<file path="src/rtl/tdm_demux_pkg.sv">
// Shared definitions for the 4-slot TDM word demultiplexer.
// Optional feature macro: TDM_DEMUX_STICKY_ERR_EN (used in tdm_demux4).
package tdm_demux_pkg;

   localparam int NUM_SLOTS = 4;
   localparam int SLOT_W    = 2;

   typedef enum logic {
      HUNT   = 1'b0,
      LOCKED = 1'b1
   } state_t;

   localparam logic [3:0] CH1 = 4'b0001;
   localparam logic [3:0] CH2 = 4'b0010;
   localparam logic [3:0] CH3 = 4'b0100;
   localparam logic [3:0] CH4 = 4'b1000;

   // Map a slot number onto its one-hot channel strobe.
   function automatic logic [3:0] slot_onehot(input logic [SLOT_W-1:0] slot);
      logic [3:0] strobe;
      case (slot)
         2'd0:    strobe = CH1;
         2'd1:    strobe = CH2;
         2'd2:    strobe = CH3;
         2'd3:    strobe = CH4;
         default: strobe = 4'b0000;
      endcase
      return strobe;
   endfunction

endpackage

</file>
<file path="src/rtl/tdm_slot_counter.sv">
// Slot position tracker: loads 1 when a slot-0 word is taken, advances
// with wrap on every other accepted word, flags the last slot of a frame.
module tdm_slot_counter
   import tdm_demux_pkg::*;
(
   input  logic              clk,
   input  logic              rst_n,
   input  logic              load,
   input  logic              inc,
   output logic [SLOT_W-1:0] slot,
   output logic              tc
);

   logic [SLOT_W-1:0] slot_r;

   // Slot register: sync load has priority over increment, otherwise hold.
   always_ff @(posedge clk or negedge rst_n) begin
      if (!rst_n) begin
         slot_r <= 2'd0;
      end else if (load) begin
         slot_r <= 2'd1;
      end else if (inc) begin
         slot_r <= slot_r + 2'd1;
      end else begin
         slot_r <= slot_r;
      end
   end

   assign slot = slot_r;
   assign tc   = (slot_r == 2'd3);

endmodule

</file>
<file path="src/rtl/tdm_demux4.sv">
// 4-channel TDM word demultiplexer with frame alignment tracking.
// Optional feature macro: TDM_DEMUX_STICKY_ERR_EN -- when defined, sync_err
// latches on the first misaligned frame_sync until rst_n; otherwise it pulses.
module tdm_demux4
   import tdm_demux_pkg::*;
#(
   parameter int WIDTH = 4
) (
   input  logic             clk,
   input  logic             rst_n,
   input  logic [WIDTH-1:0] in_data,
   input  logic             in_valid,
   input  logic             frame_sync,
   output logic [WIDTH-1:0] out1,
   output logic [WIDTH-1:0] out2,
   output logic [WIDTH-1:0] out3,
   output logic [WIDTH-1:0] out4,
   output logic [3:0]       out_valid,
   output logic             frame_done,
   output logic             locked,
   output logic             sync_err
);

   state_t            state_r;
   logic [WIDTH-1:0]  out1_r, out2_r, out3_r, out4_r;
   logic [3:0]        out_valid_r;
   logic              frame_done_r, locked_r, sync_err_r;

   logic              sync_s, inc_s, misalign_s, tc_s;
   logic [SLOT_W-1:0] slot_s;

   // A slot-0 word only counts when it is actually accepted; mid-frame
   // words only advance the slot once aligned.
   assign sync_s     = in_valid & frame_sync;
   assign inc_s      = in_valid & ~frame_sync & (state_r == LOCKED);
   assign misalign_s = sync_s & (state_r == LOCKED) & (slot_s != 2'd0);

   tdm_slot_counter u_slot (
      .clk   (clk),
      .rst_n (rst_n),
      .load  (sync_s),
      .inc   (inc_s),
      .slot  (slot_s),
      .tc    (tc_s)
   );

   // Alignment FSM, channel holding registers and status strobes.
   always_ff @(posedge clk or negedge rst_n) begin
      if (!rst_n) begin
         state_r      <= HUNT;
         out1_r       <= '0;
         out2_r       <= '0;
         out3_r       <= '0;
         out4_r       <= '0;
         out_valid_r  <= 4'b0000;
         frame_done_r <= 1'b0;
         locked_r     <= 1'b0;
         sync_err_r   <= 1'b0;
      end else begin
         out_valid_r  <= 4'b0000;
         frame_done_r <= 1'b0;
`ifdef TDM_DEMUX_STICKY_ERR_EN
         sync_err_r   <= sync_err_r | misalign_s;
`else
         sync_err_r   <= misalign_s;
`endif
         case (state_r)
            HUNT: begin
               if (sync_s) begin
                  out1_r      <= in_data;
                  out_valid_r <= CH1;
                  state_r     <= LOCKED;
                  locked_r    <= 1'b1;
               end else begin
                  state_r     <= HUNT;
                  locked_r    <= 1'b0;
               end
            end
            LOCKED: begin
               state_r  <= LOCKED;
               locked_r <= 1'b1;
               if (sync_s) begin
                  // Normal slot 0 or resync: either way the word is slot 0.
                  out1_r      <= in_data;
                  out_valid_r <= CH1;
               end else if (inc_s) begin
                  out_valid_r  <= slot_onehot(slot_s);
                  frame_done_r <= tc_s;
                  case (slot_s)
                     2'd0:    out1_r <= in_data;
                     2'd1:    out2_r <= in_data;
                     2'd2:    out3_r <= in_data;
                     2'd3:    out4_r <= in_data;
                     default: out1_r <= out1_r;
                  endcase
               end else begin
                  out1_r <= out1_r;
               end
            end
            default: begin
               state_r  <= HUNT;
               locked_r <= 1'b0;
            end
         endcase
      end
   end

   assign out1       = out1_r;
   assign out2       = out2_r;
   assign out3       = out3_r;
   assign out4       = out4_r;
   assign out_valid  = out_valid_r;
   assign frame_done = frame_done_r;
   assign locked     = locked_r;
   assign sync_err   = sync_err_r;

endmodule

</file>
<file path="config.mk">
export PLATFORM = sky130hd
export DESIGN_NAME = tdm_demux4
export DESIGN_NICKNAME = d
export VERILOG_FILES = /design/src/rtl/tdm_demux_pkg.sv /design/src/rtl/tdm_slot_counter.sv /design/src/rtl/tdm_demux4.sv
export SDC_FILE = /design/constraint.sdc
export NUM_CORES = 1
export LEC_CHECK = 0
export ABC_CLOCK_PERIOD_IN_PS = 2600
export CORE_ASPECT_RATIO = 0.75
export CORE_MARGIN = 8
export CORE_UTILIZATION = 35
export DETAILED_ROUTE_END_ITERATION = 6
export PLACE_DENSITY = 0.65
export SYNTH_ARGS = -nofsm -noshare
export SYNTH_HDL_FRONTEND = slang
export SYNTH_SLANG_ARGS = --single-unit
</file>
<file path="constraint.sdc">
create_clock -name clk -period 2.6 [get_ports clk]
set_input_delay 0.65 -clock clk [delete_from_list [all_inputs] [get_ports clk]]
set_output_delay 0.65 -clock clk [all_outputs]
set_load 0.01 [all_outputs]
</file>
==> results.md, run 1 <==
* Cells along the critical path: clkdlybuf4s50_1
* Max frequency at roughly 0.46 GHz
* R2r setup slk at between 1 and 1.5 ns
* Final setup fails at 0
* Area growth from synthesis to layout at 38.7%
* Hpwl dp at roughly 1700 um
* Worst-margin pin slew at roughly 0.42 ns
* Setup TNS at 0 ns
* Vias at ~730
* Worst setup margin at between 0.4 and 0.5 ns
* Critical path's top delay family: buffers and inverters
* Synth unique cells at 21
* Critical path class: flip-flop to output port
* CTS Sinks at 24
* Die area at 5050 um2
* Setup Skew at approximately 0.0024 ns
* Crit path launch: locked
* Setup crit start kind: flip-flop
* Nets at roughly 130
* RSZ-0062 raised after global routing: no
* Post-synthesis register bit count at 24
* Routed wire length at 2300 um
* Clock Tree Buf Depth at 2
* Cell Int Power at approximately 980 uW
* Post-CTS Setup Inserts at 0
* Number of global-route vias before repair at about 740
* Peak VDD IR at around 0.52 mV
* DP Worst Slack at 0.441 ns
* Cell count after synthesis at 79
* Critical path arrival at between 1.5 and 2 ns
* Vert. Die Dim at about 64 um
* Combinational group share of total power at 0.344
* Worst skew pair latency at approximately 0.27 ns
* Critical R2R Capture: out3[1]
* Syn nets at 92
* Max-cap violations at 0
* WL/cell at approximately 15 um
* DRT antenna net count at 0
* Die W at just under 80 um
* Synth Warn # at 0
* Critical path endpoint: locked
* Switching power at roughly 350 uW
* Detailed-route DRC error count at 0
* Clock buffer count from CTS at 3
* Final Cycle Share at 0.829
* Post-CTS Resized at 0
* Io pins at 31
* Pin count of the biggest net entering global routing at 25
* Core area at 2910 um2
* Starting Density at 0.363
* Switching Share at 0.265
* Routed wl met3 at 218 um
* H-tree Lvls at 1
* First-pass GRT wire length at between 3000 and 4000 um
* Synth Area per Inst at 13.4 um2
* Total grt overflow at 0
* Drt pass-1 iters at 4
* Outcome: completed
* Vias per cell at 4.89
* WP depth at 1
* Worst slew margin at 0.717
* LEAKAGE at 0.000668 uW
* Final Hold Viols at 0
* Seq/Total Area, Yosys at 0.568
* Share of post-route cells with drive strength above 1 at 0.225
* Req. time, crit path at 1.95 ns
* GPL Wtd Cong at between 0.7 and 0.8
* Slew Viols, Final at 0
* 1st-iter DRT viols at 26
* # rows at 17
* Crit path buf inv count at 1
* Critical Path Max Stage Delay at 0.62 ns
* Highest Signal Layer: met4
* Crit path time final at 2.16 ns
* GRT Total Usage at 0.0942
* Reg-to-Reg Start: u_slot.slot[0]
* R2R cell count at 4
* Hold Path Class: flip-flop to flip-flop
* Antenna diode count at 0
* PwrDens at roughly 910 nW/um2
* CTS tree: yes
* Met2 routed WL at about 1000 um
* Hold_buf cts at 0
* IO Port Bufs at 30
* Initial antenna violation count at 0
* Clk pwr share at 0.248
* Reg clk slew, reported paths at 0.09 ns
* CP Max Fanout at 13
* Slowest-stage cell, CP: clkdlybuf4s50_1
* Root Buffer: clkbuf_8
* Post-synthesis cell area at between 1000 and 1500 um2
* Met1 WL at 1030 um
* Seq pwr share at 0.408
* CP Capture Type: output port
## metrics by stage
stage	total power, uW	utilization	cell area (um2)	hold slack, ns	instances
finish	1330	0.503	1470	0.511	149
global route	1410	0.503	1470	0.530	149
CTS	1350	0.503	1470	0.514	149
detailed placement	1020	0.479	1400	0.493	145
global placement	1010	0.479	1400	0.487	145
floorplan	740	-	1060	0.354	79
## per-layer routing
layer	up-vias	track usage
li1	339	-
met1	359	0.120
met2	28	0.135
met3	2	0.0397
met4	0	0.0392
met5	-	0
## cell type report
| class | count | area (um2) |
|---|---|---|
| clock buffer | 3 | 41.3 |
| multi-input combinational | 45 | 405 |
| timing repair buffer | 33 | 323 |
| clock inverter | 1 | 30.0 |
| fill | 261 | 1450 |
| inverter | 5 | 18.8 |
| sequential | 24 | 601 |
| tap | 38 | 47.5 |
## power groups by stage
stage / Clock, uW / Sequential [uW] / Combinational [uW]
CTS: 339 / 545 / 467
detailed placement: 0 / 552 / 465
floorplan: 0 / 595 / 145
global placement: 0 / 547 / 458
finish: 331 / 543 / 458
global route: 355 / 560 / 492
## cells in the final DEF (no fill, tap or decap)
master	instances
clkdlybuf4s50_1	30
dfrtp_1	24
mux2_2	12
inv_1	5
ha_1	5
nand2_1	4
a21bo_2	4
o22ai_1	4
clkbuf_8	3
buf_4	3
a21oi_1	2
and4b_1	2
nand4b_1	2
nor3_1	2
nor2b_1	1
a21o_1	1
nand4b_4	1
and3_1	1
nand3_1	1
or3b_2	1
o221ai_1	1
nor2_1	1
bufinv_16	1
## worst min path at each step
stage	start	slack, ns	to	cells past startpoint
3_5_place_dp	out4[0]	0.49	out4[0]	1
4_1_cts	out4[0]	0.51	out4[0]	1
3_3_place_gp	out3[0]	0.49	out3[0]	1
5_1_grt	out3[3]	0.53	out3[3]	1
2_1_floorplan	rst_n	0.35	frame_done	0
6_report	out4[0]	0.51	out4[0]	1
## cell usage after synthesis, drive strengths merged
cell type	n	area [um2]
dfrtp	24	601
mux2	12	135
buf	5	32.5
ha	5	62.6
inv	5	18.8
a21bo	4	40.0
nand2	4	15.0
o22ai	4	25.0
nand4b	3	41.3
a21oi	2	10.0
and4b	2	20.0
nor3	2	10.0
a21o	1	7.51
and3	1	6.26
nand3	1	5.00
nor2	1	3.75
nor2b	1	6.26
o221ai	1	8.76
or3b	1	8.76
## cell families after synthesis
logic type / Yosys count / share of synthesized area
buffers and inverters: 10 / 0.0485
multiplexers: 12 / 0.128
adder cells (fa/ha/maj): 5 / 0.0592
AO/OA/AOI/OAI: 12 / 0.0864
AND/OR/NAND/NOR: 16 / 0.110
flip-flops: 24 / 0.568
## flip-flops by register name, summed over array words and instances (netlist names)
name,cells
frame_done,1
out2,4
out4,4
locked,1
out1,4
sync_err,1
out3,4
out_valid,3
u_slot.slot,2
(Power assumes the default switching activity.)
==> run 2: changes to the inputs <==
- ABC_CLOCK_PERIOD_IN_PS: 2600 -> 1950
- PLACE_DENSITY: 0.65 -> 0.67
- clock period: 2.6 -> 1.95 ns (I/O delays scaled with it)
==> run 2 against run 1 <==
Compared with the run above:
- total power rose by 33%
- setup slack got worse by 0.16 ns
- final cell count rose by 2.7%
- critical path depth did not move
- utilization rose by 1.0 points
- sequential power rose by 34%
- critical path type unchanged
==> results.md, run 2 (same netlist as run 1, synthesis figures left out) <==
* Outcome: completed
* Worst skew pair latency at about 0.26 ns
* Share of post-route cells with drive strength above 1 at 0.252
* Max-cap violations at 0
* Crit path time final at about 1.7 ns
* Antenna diode count at 0
* Post-CTS Setup Inserts at 0
* Hold_buf cts at 0
* Setup crit start kind: flip-flop
* Slew Viols, Final at 0
* Register area at 601 um2
* Worst slew margin at 0.794
* CTS Sinks at 24
* Critical path arrival at ~1.2 ns
* CP Capture Type: output port
* Req. time, crit path at between 1 and 1.5 ns
* Worst-margin pin slew at 0.309 ns
* Most frequent cells in the layout: clkdlybuf4s50_1, dfrtp_1, mux2_2
* RSZ-0062 raised after global routing: no
* Critical path class: flip-flop to output port
* Nets at roughly 130
* Clock buffer count from CTS at 3
* Post-CTS Resized at 0
* CTS tree: yes
* GPL Wtd Cong at a little under 0.8
* Number of global-route vias before repair at 740
* Clock Tree Buf Depth at 2
* Reg clk slew, reported paths at about 0.080 ns
* Critical path's top delay family: buffers and inverters
* Vias at 723
* Hold Path Class: flip-flop to flip-flop
* Io pins at 31
* Initial antenna violation count at 0
* Crit path buf inv count at 1
* Total grt overflow at 0
* Core area at about 2900 um2
* Commonest non-fill, non-tap cell in the layout: clkdlybuf4s50_1
* LEAKAGE at roughly 0.0007 uW
* Area growth from synthesis to layout at 41.5%
* Multi-input logic area at a little over 400 um2
* Pin count of the biggest net entering global routing at 25
* Vert. Die Dim at about 64 um
* WL/cell at ~15 um
* Cells along the critical path: clkdlybuf4s50_1
* # rows at 17
* R2r setup slk at slightly below 0.5 ns
* 1st-iter DRT viols at 38
* Hpwl dp at between 1500 and 2000 um
* CP Max Fanout at 2
* Root Buffer: clkbuf_8
* Vias per cell at roughly 4.7
* IO Port Bufs at 30
* First-pass GRT wire length at 3710 um
* PwrDens at around 1200 nW/um2
* Placed Cells at 149
* Max frequency at between 0.6 and 0.7 GHz
* Layout Cells excl Fill at 153
* Routed wire length at 2300 um
* Final setup fails at 0
* Slowest-stage cell, CP: clkdlybuf4s50_1
* Critical Path Max Stage Delay at ~0.54 ns
* Peak VDD IR at ~0.67 mV
* Detailed-route DRC error count at 0
* Fillers at about 250
* GRT Total Usage at 0.0921
* Setup Skew at 0.00409 ns
* H-tree Lvls at 1
* Die W at approximately 79 um
* Final std cell area, no fill at 1500 um2
* DRT antenna net count at 0
* Starting Density at 0.363
* Setup TNS at 0 ns
* Drt pass-1 iters at 4
* Final Hold Viols at 0
* Placed cell area at ~1400 um2
* Final Cycle Share at 0.855
* Die area at 5050 um2
## run 2: cell count changes in the layout (fill, tap and decap cells not counted), sizes merged
cell / before / now
buf: 3 / 7
## run 2: path summary, 6_finish.rpt
path                                 from        to  depth (start not counted)
setup reg to reg           u_slot.slot[0]   out3[2]                          4
min in group asynchronous           rst_n  sync_err                          2
hold / removal                    out4[0]   out4[0]                          1
setup / recovery                  out3[3]   out3[3]                          1
hold reg to reg                   out4[0]   out4[0]                          1
max in group asynchronous           rst_n    locked                          2
## run 2: cell type report
cell class | instances | area share
multi-input cells | 45 | 0.271
well taps | 38 | 0.0318
flip-flops and latches | 24 | 0.401
clock inverters | 1 | 0.0201
repair buffers | 37 | 0.236
clock buffers | 3 | 0.0276
inverters | 5 | 0.0125
## run 2: power breakdown
group / switching (uW) / internal, uW
sequential: 80.6 / 645
combinational: 226 / 389
clock: 152 / 274
## run 2: routing by layer
layer / vias up / wire length (um) / track usage
met4: 0 / 19 / 0.0276
met1: 345 / 1050 / 0.115
met3: 2 / 179 / 0.0326
li1: 350 / - / -
met2: 26 / 1050 / 0.144
met5: - / 0 / 0
## run 2: stage by stage
| stage | hold slack [ns] | worst slack [ns] | utilization | power, uW |
|---|---|---|---|---|
| final | 0.513 | 0.284 | 0.514 | 1770 |
| after global routing | 0.525 | 0.230 | 0.514 | 1860 |
| after CTS | 0.517 | 0.268 | 0.514 | 1800 |
| after detailed placement | 0.497 | 0.0954 | 0.489 | 1360 |
| after global placement | 0.487 | 0.134 | 0.489 | 1350 |
| after floorplan | 0.192 | 0.641 | - | 987 |
==> run 3: changes to the inputs <==
- CORE_UTILIZATION: 35 -> 41
- PLACE_DENSITY: 0.67 -> 0.77
==> run 3 against run 2 <==
Compared with the run above:
- flip-flop and latch count did not move
- wire length rose by 1.7%
- highest routed layer unchanged
- sequential share of layout area rose by 0.44 points
- clock power fell by 15%
- global-route usage rose by 2.1 points
- critical path depth did not move
- clock skew barely moved
- critical path type unchanged
- sequential power barely moved
- combinational power rose by 1%
- non-clock buffer count fell by 1
- utilization rose by 7.3 points
==> results.md, run 3 (same netlist as run 1, synthesis figures left out) <==
* Outcome: completed
* WP depth at 1
* Clock buffer count from CTS at 3
* GRT Total Usage at 0.113
* Worst slew margin at 0.799
* Setup Skew at between 0.004 and 0.005 ns
* Post-CTS Setup Inserts at 0
* Crit path launch: out1[3]
* Worst-margin pin slew at ~0.3 ns
* Critical path endpoint: out1[3]
* Worst skew pair latency at roughly 0.32 ns
* Antenna diode count at 0
* 1st-iter DRT viols at 18
* Final setup fails at 0
* Area growth from synthesis to layout at 40.0%
* Reg-to-Reg Start: u_slot.slot[1]
* Crit path time final at roughly 1.8 ns
* Slowest-stage cell, CP: clkdlybuf4s50_1
* Final Hold Viols at 0
* # rows at 16
* Nets at 128
* Die area at roughly 4500 um2
* Total grt overflow at 0
* GPL Wtd Cong at about 0.81
* PwrDens at roughly 1200 nW/um2
* Vert. Die Dim at 60.0 um
* Post-CTS Resized at 0
* CTS Sinks at 24
* Placed cell area at roughly 1400 um2
* H-tree Lvls at 1
* Hold Path Class: primary input to asynchronous set/reset pin
* Root Buffer: clkbuf_4
* Clock Tree Buf Depth at 2
* Number of global-route vias before repair at roughly 740
* Slew Viols, Final at 0
* Detailed-route DRC error count at 0
* Hpwl dp at between 1500 and 2000 um
* IO Port Bufs at 30
* Die W at between 70 and 80 um
* Initial antenna violation count at 0
* Critical path's top delay family: buffers and inverters
* Critical path class: flip-flop to output port
* Starting Density at 0.419
* Core area at between 2000 and 3000 um2
* Setup TNS at 0 ns
* WL/cell at ~16 um
* Max-cap violations at 0
* Crit path buf inv count at 1
* Share of post-route cells with drive strength above 1 at 0.246
* Vias per cell at 4.96
* Fin util at 0.587
* Final std cell area, no fill at between 1000 and 1500 um2
* Cells along the critical path: clkdlybuf4s50_1
* LEAKAGE at 0.000679 uW
* Req. time, crit path at 1.46 ns
* Critical R2R Capture: out2[3]
* Vias at ~740
* DRT antenna net count at 0
* Hold_buf cts at 0
* Commonest non-fill, non-tap cell in the layout: clkdlybuf4s50_1
* R2R cell count at 4
* Max frequency at roughly 0.57 GHz
* Setup crit start kind: flip-flop
* Drt pass-1 iters at 4
* First-pass GRT wire length at about 3800 um
* Reg clk slew, reported paths at 0.13 ns
* Most frequent cells in the layout: clkdlybuf4s50_1, dfrtp_1, mux2_2
* R2r setup slk at between 0.4 and 0.5 ns
* Routed wire length at approximately 2300 um
* RSZ-0062 raised after global routing: no
* Critical Path Max Stage Delay at 0.56 ns
* CP Capture Type: output port
* CP Max Fanout at 2
* CTS tree: yes
* Critical path arrival at between 1 and 1.5 ns
* Io pins at 31
* Pin count of the biggest net entering global routing at 25
* Final Cycle Share at 0.899
* Peak VDD IR at between 0.7 and 0.8 mV
-- run 3: power by group --
group | leakage (uW) | switching, uW | internal, uW
logic | 0.000356 | 234 | 390
registers | 0.000295 | 82.8 | 644
clock network | 0.0000279 | 152 | 208
-- run 3: layout make-up --
cell class                      instances  area (um2)
Sequential cell                        24         601
Tap cell                               36        45.0
Multi-Input combinational cell         45         405
Inverter                                5        18.8
Clock inverter                          1        30.0
Timing Repair Buffer                   36         358
Fill cell                             214        1040
Clock buffer                            3        22.5
-- run 3: worst reg2reg max path, cell delays in order, from the launching register on --
cell and delay (ns):
dfrtp_1 0.43, inv_1 0.13, ha_1 0.17, nand4b_1 0.27, mux2_2 0.36
-- run 3: how the worst min path moves through the flow --
stage                      end    start  slack (ns)
floorplan           frame_done    rst_n        0.19
global placement       out4[0]  out4[0]        0.49
detailed placement     out4[0]  out4[0]        0.49
CTS                    out1[3]    rst_n        0.50
global route           out1[3]    rst_n        0.51
finish                 out1[3]    rst_n        0.50
-- run 3: stage by stage --
stage          std cells  hold slack, ns  worst slack [ns]  power [uW]
3_5_place_dp         146           0.494            0.0478        1380
3_3_place_gp         146           0.487            0.0945        1350
2_1_floorplan         79           0.192             0.641         987
6_report             150           0.497             0.196        1710
4_1_cts              150           0.502             0.182        1740
5_1_grt              150           0.514             0.140        1810
-- run 3: metal layers --
metal / up-vias / part of all wire / routed length, um / GRT usage
met5: - / 0 / 0 / 0
met4: 0 / 0.014 / 33 / 0.0417
met3: 4 / 0.064 / 149 / 0.0385
met2: 23 / 0.45 / 1050 / 0.178
met1: 367 / 0.47 / 1110 / 0.140
li1: 350 / - / - / -
